File: config.mk
export PLATFORM = sky130hd
export DESIGN_NAME = ethernet_perf_counter_snapshot_flat
export DESIGN_NICKNAME = d
export VERILOG_FILES = /design/src/rtl/ethernet_perf_counter_snapshot_if.sv /design/src/rtl/ethernet_perf_counter_snapshot.sv /design/src/flat_wrapper.sv
export SDC_FILE = /design/constraint.sdc
export NUM_CORES = 2
export LEC_CHECK = 0
export CELL_PAD_IN_SITES_DETAIL_PLACEMENT = 2
export CELL_PAD_IN_SITES_GLOBAL_PLACEMENT = 2
export CORE_UTILIZATION = 45
export CTS_BUF_LIST = sky130_fd_sc_hd__clkbuf_2 sky130_fd_sc_hd__clkbuf_4 sky130_fd_sc_hd__clkbuf_8
export DETAILED_ROUTE_END_ITERATION = 10
export PLACE_DENSITY = 0.89
export SLEW_MARGIN = 15
export SYNTH_ARGS = -nofsm -noshare
export SYNTH_HDL_FRONTEND = slang
export SYNTH_SLANG_ARGS = --single-unit
File: constraint.sdc
create_clock -name clk -period 30.3 [get_ports clk]
set_input_delay 4.545 -clock clk [delete_from_list [all_inputs] [get_ports clk]]
set_output_delay 4.545 -clock clk [all_outputs]
set_load 0.005 [all_outputs]
File: src/rtl/ethernet_perf_counter_snapshot_if.sv
// rtl/ethernet_perf_counter_snapshot_if.sv - management read port of the counter snapshot block
interface ethernet_perf_counter_snapshot_if;
  logic        rd_en;
  logic [4:0]  rd_addr;
  logic        rd_valid;
  logic [31:0] rd_data;

  modport master (
    output rd_en,
    output rd_addr,
    input  rd_valid,
    input  rd_data
  );

  modport slave (
    input  rd_en,
    input  rd_addr,
    output rd_valid,
    output rd_data
  );
endinterface

File: src/rtl/ethernet_perf_counter_snapshot.sv
// rtl/ethernet_perf_counter_snapshot.sv - atomic snapshot and per-interval deltas of five MAC counters
module ethernet_perf_counter_snapshot #(
  parameter int unsigned AUTO_PERIOD = 125000000
) (
  input  logic        clk,
  input  logic        rst,
  input  logic [63:0] rx_frames,
  input  logic [63:0] rx_crc_err,
  input  logic [63:0] rx_bytes,
  input  logic [63:0] tx_frames,
  input  logic [63:0] tx_bytes,
  input  logic        snap_req,
  input  logic        clear_req,
  output logic        snap_done,
  output logic        busy,
  output logic [15:0] snap_seq,
  ethernet_perf_counter_snapshot_if.slave rd
);

  localparam int unsigned   TW     = (AUTO_PERIOD > 1) ? $clog2(AUTO_PERIOD) : 1;
  localparam bit            T_EN   = (AUTO_PERIOD != 0);
  localparam logic [TW-1:0] T_LAST = (AUTO_PERIOD > 0) ? TW'(AUTO_PERIOD - 1) : '0;

  typedef enum logic [1:0] {
    S_IDLE,
    S_CAPTURE,
    S_DELTA,
    S_DONE
  } state_t;

  state_t        state;
  logic [2:0]    idx;
  logic [TW-1:0] timer;
  logic          snap_pend;
  logic          clear_pend;

  logic [63:0] cur   [5];
  logic [63:0] base  [5];
  logic [63:0] delta [5];
  logic [63:0] live  [5];

  logic tick;
  logic req_any;
  logic clear_now;
  logic start;

  assign live[0] = rx_frames;
  assign live[1] = rx_crc_err;
  assign live[2] = rx_bytes;
  assign live[3] = tx_frames;
  assign live[4] = tx_bytes;

  assign tick      = T_EN && (timer == T_LAST);
  assign req_any   = snap_pend | snap_req | tick;
  assign clear_now = clear_pend | clear_req;
  assign start     = (state == S_IDLE) && !clear_now && req_any;

  // Reload on every CAPTURE entry so a manual snapshot restarts the auto interval.
  always_ff @(posedge clk) begin
    if (rst) begin
      timer <= '0;
    end else if (start || tick) begin
      timer <= '0;
    end else if (T_EN) begin
      timer <= timer + 1'b1;
    end
  end

  always_ff @(posedge clk) begin
    if (rst) begin
      state      <= S_IDLE;
      idx        <= '0;
      snap_pend  <= 1'b0;
      clear_pend <= 1'b0;
      snap_done  <= 1'b0;
      busy       <= 1'b0;
      snap_seq   <= '0;
      for (int i = 0; i < 5; i++) begin
        cur[i]   <= '0;
        base[i]  <= '0;
        delta[i] <= '0;
      end
    end else begin
      snap_done <= 1'b0;
      case (state)
        S_IDLE: begin
          if (clear_now) begin
            // Clear wins this cycle; any snapshot request stays pending for the next one.
            clear_pend <= 1'b0;
            snap_pend  <= req_any;
            snap_seq   <= '0;
            for (int i = 0; i < 5; i++) begin
              cur[i]   <= '0;
              base[i]  <= '0;
              delta[i] <= '0;
            end
          end else if (req_any) begin
            // All five inputs land on one edge, so cur[] is a coherent snapshot in CAPTURE.
            snap_pend <= 1'b0;
            busy      <= 1'b1;
            state     <= S_CAPTURE;
            for (int i = 0; i < 5; i++) begin
              cur[i] <= live[i];
            end
          end
        end
        S_CAPTURE: begin
          idx   <= '0;
          state <= S_DELTA;
        end
        S_DELTA: begin
          // A counter that went backwards was reset upstream; its new value is the delta.
          delta[idx] <= (cur[idx] >= base[idx]) ? (cur[idx] - base[idx]) : cur[idx];
          base[idx]  <= cur[idx];
          if (idx == 3'd4) begin
            busy      <= 1'b0;
            snap_done <= 1'b1;
            snap_seq  <= snap_seq + 16'd1;
            state     <= S_DONE;
          end else begin
            idx <= idx + 3'd1;
          end
        end
        S_DONE: begin
          state <= S_IDLE;
        end
        default: begin
          state <= S_IDLE;
        end
      endcase

      if (state != S_IDLE) begin
        snap_pend  <= snap_pend | snap_req | tick;
        clear_pend <= clear_pend | clear_req;
      end
    end
  end

  logic [31:0] rd_word;
  logic [2:0]  rd_sel;

  assign rd_sel = rd.rd_addr[4:2];

  always_comb begin
    rd_word = '0;
    if (rd.rd_addr < 5'd20) begin
      case (rd.rd_addr[1:0])
        2'd0:    rd_word = cur[rd_sel][31:0];
        2'd1:    rd_word = cur[rd_sel][63:32];
        2'd2:    rd_word = delta[rd_sel][31:0];
        default: rd_word = delta[rd_sel][63:32];
      endcase
    end else if (rd.rd_addr == 5'd20) begin
      rd_word = {busy, 15'd0, snap_seq};
    end
  end

  always_ff @(posedge clk) begin
    if (rst) begin
      rd.rd_valid <= 1'b0;
      rd.rd_data  <= '0;
    end else begin
      rd.rd_valid <= rd.rd_en;
      if (rd.rd_en) begin
        rd.rd_data <= rd_word;
      end
    end
  end

endmodule

File: src/flat_wrapper.sv
// flat-port wrapper written by rule: the top's interface ports become plain ports
module ethernet_perf_counter_snapshot_flat 
#(
  parameter int unsigned AUTO_PERIOD = 125000000
)
  (clk, rst, rx_frames, rx_crc_err, rx_bytes, tx_frames, tx_bytes, snap_req, clear_req, snap_done, busy, snap_seq, rd_rd_en, rd_rd_addr, rd_rd_valid, rd_rd_data);
  ethernet_perf_counter_snapshot_if rd_i ();
  input  logic clk;
  input  logic rst;
  input  logic [63:0] rx_frames;
  input  logic [63:0] rx_crc_err;
  input  logic [63:0] rx_bytes;
  input  logic [63:0] tx_frames;
  input  logic [63:0] tx_bytes;
  input  logic snap_req;
  input  logic clear_req;
  output logic snap_done;
  output logic busy;
  output logic [15:0] snap_seq;
  input wire logic [$bits(rd_i.rd_en)-1:0] rd_rd_en;
  input wire logic [$bits(rd_i.rd_addr)-1:0] rd_rd_addr;
  output wire logic [$bits(rd_i.rd_valid)-1:0] rd_rd_valid;
  output wire logic [$bits(rd_i.rd_data)-1:0] rd_rd_data;
  assign rd_i.rd_en = rd_rd_en;
  assign rd_i.rd_addr = rd_rd_addr;
  assign rd_rd_valid = rd_i.rd_valid;
  assign rd_rd_data = rd_i.rd_data;
  ethernet_perf_counter_snapshot #(.AUTO_PERIOD(AUTO_PERIOD)) u_core (.clk(clk), .rst(rst), .rx_frames(rx_frames), .rx_crc_err(rx_crc_err), .rx_bytes(rx_bytes), .tx_frames(tx_frames), .tx_bytes(tx_bytes), .snap_req(snap_req), .clear_req(clear_req), .snap_done(snap_done), .busy(busy), .snap_seq(snap_seq), .rd(rd_i));
endmodule
==> results.txt, run 1 <==
- Pin placement for this block handled ~380 I/O pins.
- H-tree lvl count: 4
- The number of clock buffers added by TritonCTS is 216.
- All-Layer GR Usage: between 70% and 80%
- Share of the synthesized area in compound gates (AO/OA/AOI/OAI): 5.15%
- For this design, the CTS-stage hold fixing added 0 buffers.
* Library cell occupying the most area in the post-synthesis netlist: sky130_fd_sc_hd__edfxtp_1
- Count of distinct cell types in the synthesized netlist: between 70 and 80
- Synthesized netlist cell count: approximately 4500
- Synth Flop Type: sky130_fd_sc_hd__edfxtp_1
- Post-synthesis share of cell area spent on full adders, half adders and majority gates: under 10%
- Max Root-Sink Buffers: 3
- Worst-case setup slack after placement: approximately 21000 ps
- Once detailed placement completed, the half-perimeter wirelength came to between 150 and 200 mm.
* Number of antenna violations at the first check in global routing: between 80 and 90
* Flip-flop and latch count after synthesis: roughly 1400
- In the synthesized netlist, mux cells make up between 10% and 20% of the area.
- Outcome: stopped before the end
- Counting flops with an async set or reset pin after synthesis yields a share of 0%.
- Post-CTS Setup Bufs: 0
* Initial core utilization: between 40 and 50%
- Root buffer cell: sky130_fd_sc_hd__clkbuf_8
- Synth Warn #: 0
* Chip width: between 300 and 400 um
- After Yosys synthesis, and, or, nand and nor cells account for 10.9% of the synthesized area.
* Dominant combinational cell family by area after synthesis: multiplexers
* Clk sink count: roughly 1400
* Synth area leaders: sky130_fd_sc_hd__edfxtp_1, sky130_fd_sc_hd__mux4_2, sky130_fd_sc_hd__nor2_1
* Largest net degree at the start of global routing: 307
- Post-synthesis instance area: 0.0636 mm^2
- Die Y-Extent: ~380 um
- At the end of routability-driven placement, the weighted congestion stood at around 0.9.
- The initialized floorplan defines about 140 standard-cell rows.
- Synthesis produced a netlist with a net count of roughly 4900.
- The first error in the log reads "[ERROR GRT-0232] Routing congestion too high. Check the congestion heatmap in the GUI".
* Mean instance size in the synthesized netlist: approximately 14 um^2
- After global routing the overflow that remains totals 18.
- The synthesized design contains 1263 enable-type register cells.
- In this run the tool buffered the top-level ports with 380 buffer cells.
- Exit stage: global routing (5_1_grt)
* Parity-gate share of the synthesized area counting xor and xnor cells: 1.36%
- After clock tree synthesis, the repair step resized 0 gates.
- The synthesized design devotes to its leading area cell type between 50% and 60% of total area.
- Summing the sequential cell areas from Yosys gives about 62% of the chip area.
through the flow:
stage                     area (um^2)  hold WS [ps]  utilization [%]  cells
after CTS                       73800           474             52.8   6985
after detailed placement        69500           469             49.7   6588
after global placement          69500           443             49.7   6588
after floorplan                 63600           430                -   4520
logic make-up after synthesis:
group                    after synthesis
flip-flops                          1351
AO/OA/AOI/OAI                        502
AND/OR/NAND/NOR                     1514
XOR/XNOR                              98
adder cells (fa/ha/maj)               72
buffers and inverters                431
multiplexers                         552
Yosys cell counts (68+ instances only):
master,n
sky130_fd_sc_hd__a21oi_1,198
sky130_fd_sc_hd__and2_1,340
sky130_fd_sc_hd__buf_2,68
sky130_fd_sc_hd__clkbuf_1,191
sky130_fd_sc_hd__dfxtp_1,88
sky130_fd_sc_hd__edfxtp_1,1263
sky130_fd_sc_hd__ha_1,71
sky130_fd_sc_hd__inv_1,132
sky130_fd_sc_hd__mux2i_1,165
sky130_fd_sc_hd__mux4_2,369
sky130_fd_sc_hd__nand2_1,210
sky130_fd_sc_hd__nor2_1,789
per-layer routing:
metal / GRT overflow / track usage [%]
met4: 10 / 75.7
met1: 1 / 75.3
met5: 0 / 56.0
met3: 0 / 71.2
met2: 7 / 89.4
==> inputs of run 2 (changes only) <==
- CELL_PAD_IN_SITES_DETAIL_PLACEMENT: 2 -> not set
- CELL_PAD_IN_SITES_GLOBAL_PLACEMENT: 2 -> not set
- CORE_UTILIZATION: 45 -> 30
- CTS_BUF_LIST: sky130_fd_sc_hd__clkbuf_2 sky130_fd_sc_hd__clkbuf_4 sky130_fd_sc_hd__clkbuf_8 -> not set
- PLACE_DENSITY: 0.89 -> not set
- PLACE_DENSITY_LB_ADDON: not set -> 0.15
==> results.txt, run 2 <==
* Critical path fanouts, max: 71
* Max Cap Viol: 0
- Nets in the synthesized netlist: 4922 (unchanged)
- The root buffer cell chosen for the clock tree is sky130_fd_sc_hd__clkbuf_16.
- The count of hold-fix buffers inserted at cts is 0 (unchanged).
- The count of synthesis-stage warnings from yosys came to 0 (unchanged).
- Placer congestion estimate: 0.884 (-4.3%)
- Core area: 0.210 mm^2
- Final hold violations: 0
- The finished layout holds 7810 standard cells, fillers aside.
* Flip-flop and latch count after synthesis: 1351 (unchanged)
- Number of placement rows: 168 (+23%)
- After detailed routing, the number of vias per cell comes to between 5 and 6.
* CTS Buf Count: 150 (-31%)
- The worst setup path is launched from a flip-flop.
* Total placed instance area: 0.0708 mm^2 (+1.8%)
- Leading cell type in the layout, fill and taps excluded: sky130_fd_sc_hd__edfxtp_1
- FF-to-FF path depth: 18
- In the post-synthesis netlist, the biggest area contributors are sky130_fd_sc_hd__edfxtp_1, sky130_fd_sc_hd__mux4_2, sky130_fd_sc_hd__nor2_1.
* Max_slew headroom: around 19%
- Detailed Route Iter0 Violations: 3495
- For this block, the via count after detailed routing is ~40000.
- Ratio of total power to cell area: 103 mW/mm^2
* Max Root-Sink Buffers: 3 (unchanged)
- Worst-path cell with the longest stage delay: sky130_fd_sc_hd__a21oi_4
- Overflow left after global routing: 0
- Of the cells placed in the final design, the portion with a size suffix greater than 1 is 16.6%.
- Post-layout util: roughly 36%
* Wirelength, routed: ~230 mm
- Compared with the post-synthesis result, the final layout area differs by 18.7%.
- Outcome: completed
- The number of antenna violations at the first check in global routing is 19.
- The worst-case IR drop observed on VDD is around 0.082 mV.
- Entering global routing, the biggest net connects around 160 pins.
- Register with the highest flop count: u_core.base
* Final layout net count: 5275
- Initial core utilization: 30.3% (-15 points)
- Count of pins over their slew limit: 0
- Worst min-delay path category: flip-flop to flip-flop
- After routing the design area is 0.0755 mm^2.
- H-tree lvl count: 4 (unchanged)
- Critical setup path kind: flip-flop to flip-flop
* Synth Flop Type: sky130_fd_sc_hd__edfxtp_1
- Pre-antenna DRT Iters: 6
- Setup violations remaining at the end of the flow were counted as 0.
* Kind of end point of the critical path: flip-flop
* Die area: about 0.21 mm^2
- Endpoint of the most critical setup path: u_core.delta[0][17]$_SDFFCE_PN0P_
- The fraction of registers with async set or reset after synthesis came to 0% (unchanged).
* Post-CTS Setup Bufs: 0 (unchanged)
* Worst reg2reg path endpoint: u_core.delta[0][17]$_SDFFCE_PN0P_
- Of the available clock period, the critical path in the final layout requires roughly 28%.
- Timing would allow up to 119 MHz.
- The total of cells resized after clock tree synthesis was 0 (unchanged).
- Path length in cells of the critical path: 18
- The TritonCTS sink count is 1351 (unchanged).
- Setup repair after global routing missed its margin: no
- The top cell types in the final layout, fill and taps aside, are sky130_fd_sc_hd__edfxtp_1, sky130_fd_sc_hd__nor2_1, sky130_fd_sc_hd__clkdlybuf4s50_1, sky130_fd_sc_hd__mux4_2, sky130_fd_sc_hd__and2_1.
* Required @ worst endpoint: roughly 31000 ps
- Total Negative Setup Slacks: 0 ps
* IO buf count: 380 (unchanged)
- Static leakage power: roughly 27 nW
* Count of distinct cell types in the synthesized netlist: 73 (unchanged)
- Minimum clock period after layout: roughly 8400 ps
- The mean instance size in the synthesized netlist came to 14.1 um^2 (unchanged).
- The design draws just under 0.008 W.
- Clock skew on the completed layout was measured at approximately 32 ps.
- Die Y-Extent: 462 um (+22%)
- The half-perimeter wire length after detailed placement is 159 mm (-13%).
- After detailed routing, the average wire length per cell comes to about 30 um.
- After detailed routing, the number of remaining DRC violations is 0.
- All-Layer GR Usage: 21.5%
- The boundary pin count was 381 (unchanged).
* Top cell type's share of synthesized area: 59.7% (unchanged)
* Actual transition at the worst max-transition pin: between 1000 and 1500 ps
* ANT nets after route: 0
- By instance count, the cell type seen most on the critical path is sky130_fd_sc_hd__buf_4.
- TritonCTS clock tree: done
- The via count of the first global-routing pass is roughly 40000.
- The count of flip-flops with a built-in enable after synthesis came to 1263 (unchanged).
- The biggest area contributor in the post-synthesis netlist is sky130_fd_sc_hd__edfxtp_1.
- CP Cell Sequence: buf_4, buf_4, buf_12, mux4_2, mux2i_1, ha_1, a21o_1, a31oi_1, o311ai_0, a31oi_1, o21ai_1, a21oi_4, buf_4, buf_4, nand2_1, o21ai_1, buf_4, nor2_1
- The area of the mapped netlist came to 0.0636 mm^2 (unchanged).
- The first global-routing pass estimated between 300 and 400 mm of wire.
- Chip width: 462 um (+22%)
- Clock-pin slew was measured on the worst setup and hold paths at 60 ps.
- Registers with the most flip-flops: u_core.base: 512 flops, u_core.delta: 431 flops, u_core.cur: 320 flops
- Highest cell delay on the worst timing path: 740 ps
- Worst reg2reg setup slack: 21910 ps
- The most common cell in the synthesized netlist is sky130_fd_sc_hd__edfxtp_1.
- Synthesized netlist cell count: 4520 (unchanged)
- By count the netlist is led by sky130_fd_sc_hd__edfxtp_1, sky130_fd_sc_hd__nor2_1, sky130_fd_sc_hd__mux4_2.
- Sum of buffers and inverters on the critical path: 6
* Clk_lat worst skew: about 800 ps
* Kind of cell adding the most delay to the critical path: buffers and inverters
- The post-placement cell count came to 7526 (+14%).
- Sequential area share after synthesis: 62.4% (unchanged)
* Largest register FFs: between 500 and 600
- Endpoint arrival time on the critical path: 8910 ps
run 2: layer usage:
layer / vias to the layer above / global-route usage [%] / part of all wire [%]
met5: - / 0 / 0.023
met4: 8 / 7.23 / 3.4
met3: 269 / 3.36 / 5.9
met2: 1471 / 34.8 / 47
met1: 21000 / 29.1 / 43
li1: 17600 / - / -
run 2: through the flow:
step / setup slack (ps) / hold slack (ps)
after detailed placement: 21130 / 452
final: 21910 / 463
after floorplan: 17590 / 430
after global placement: 21170 / 447
after global routing: 21350 / 502
after CTS: 21810 / 465
run 2: cells by family (layout without fill, tap and decap cells):
kind of cell | Yosys count | in the layout | share of synthesized area (%)
adders and majority gates | 72 | 72 | 1.43
and+or+nand+nor | 1514 | 1514 | 10.9
other | 0 | 10 | 0
muxes | 552 | 552 | 16.0
xor gates and xnor gates | 98 | 98 | 1.36
AOI/OAI and AO/OA | 502 | 502 | 5.15
buffers and inverters | 431 | 906 | 2.71
DFF | 1351 | 1351 | 62.4
run 2: final cells by class:
cell class	count	area [um^2]
multi-input cells	2738	22300
repair buffers	497	4750
clock buffers	192	3930
clock inverters	82	752
flip-flops and latches	1351	39700
diodes	10	25.0
fillers	20200	135000
well taps	2805	3510
inverters	135	509
run 2: worst reg2reg max path: cells and delay by family, from the launching register on:
family	cells	cell delay [ps]
AO/OA/AOI/OAI	7	2740
AND/OR/NAND/NOR	2	190
adder cells (fa/ha/maj)	1	350
buffers and inverters	6	3230
multiplexers	2	1000
flip-flops	1	610
run 2: worst min path at each step:
stage / startpoint / endpoint / slack (ps) / cells past startpoint
5_1_grt: u_core.timer[0]$_SDFF_PP0_ / u_core.timer[0]$_SDFF_PP0_ / 500 / 1
3_5_place_dp: u_core.timer[0]$_SDFF_PP0_ / u_core.timer[0]$_SDFF_PP0_ / 450 / 1
2_1_floorplan: u_core.timer[0]$_SDFF_PP0_ / u_core.timer[0]$_SDFF_PP0_ / 430 / 1
4_1_cts: u_core.timer[0]$_SDFF_PP0_ / u_core.timer[0]$_SDFF_PP0_ / 470 / 1
3_3_place_gp: u_core.timer[0]$_SDFF_PP0_ / u_core.timer[0]$_SDFF_PP0_ / 450 / 1
6_report: u_core.timer[0]$_SDFF_PP0_ / u_core.timer[0]$_SDFF_PP0_ / 460 / 1
run 2: power by group:
part | internal (W) | total (W) | switching (W)
combinational | 0.000965 | 0.00319 | 0.00223
sequential | 0.00263 | 0.00281 | 0.000184
clock | 0.00100 | 0.00179 | 0.000791
total | 0.00460 | 0.00780 | 0.00320
(Power assumes the default switching activity.)
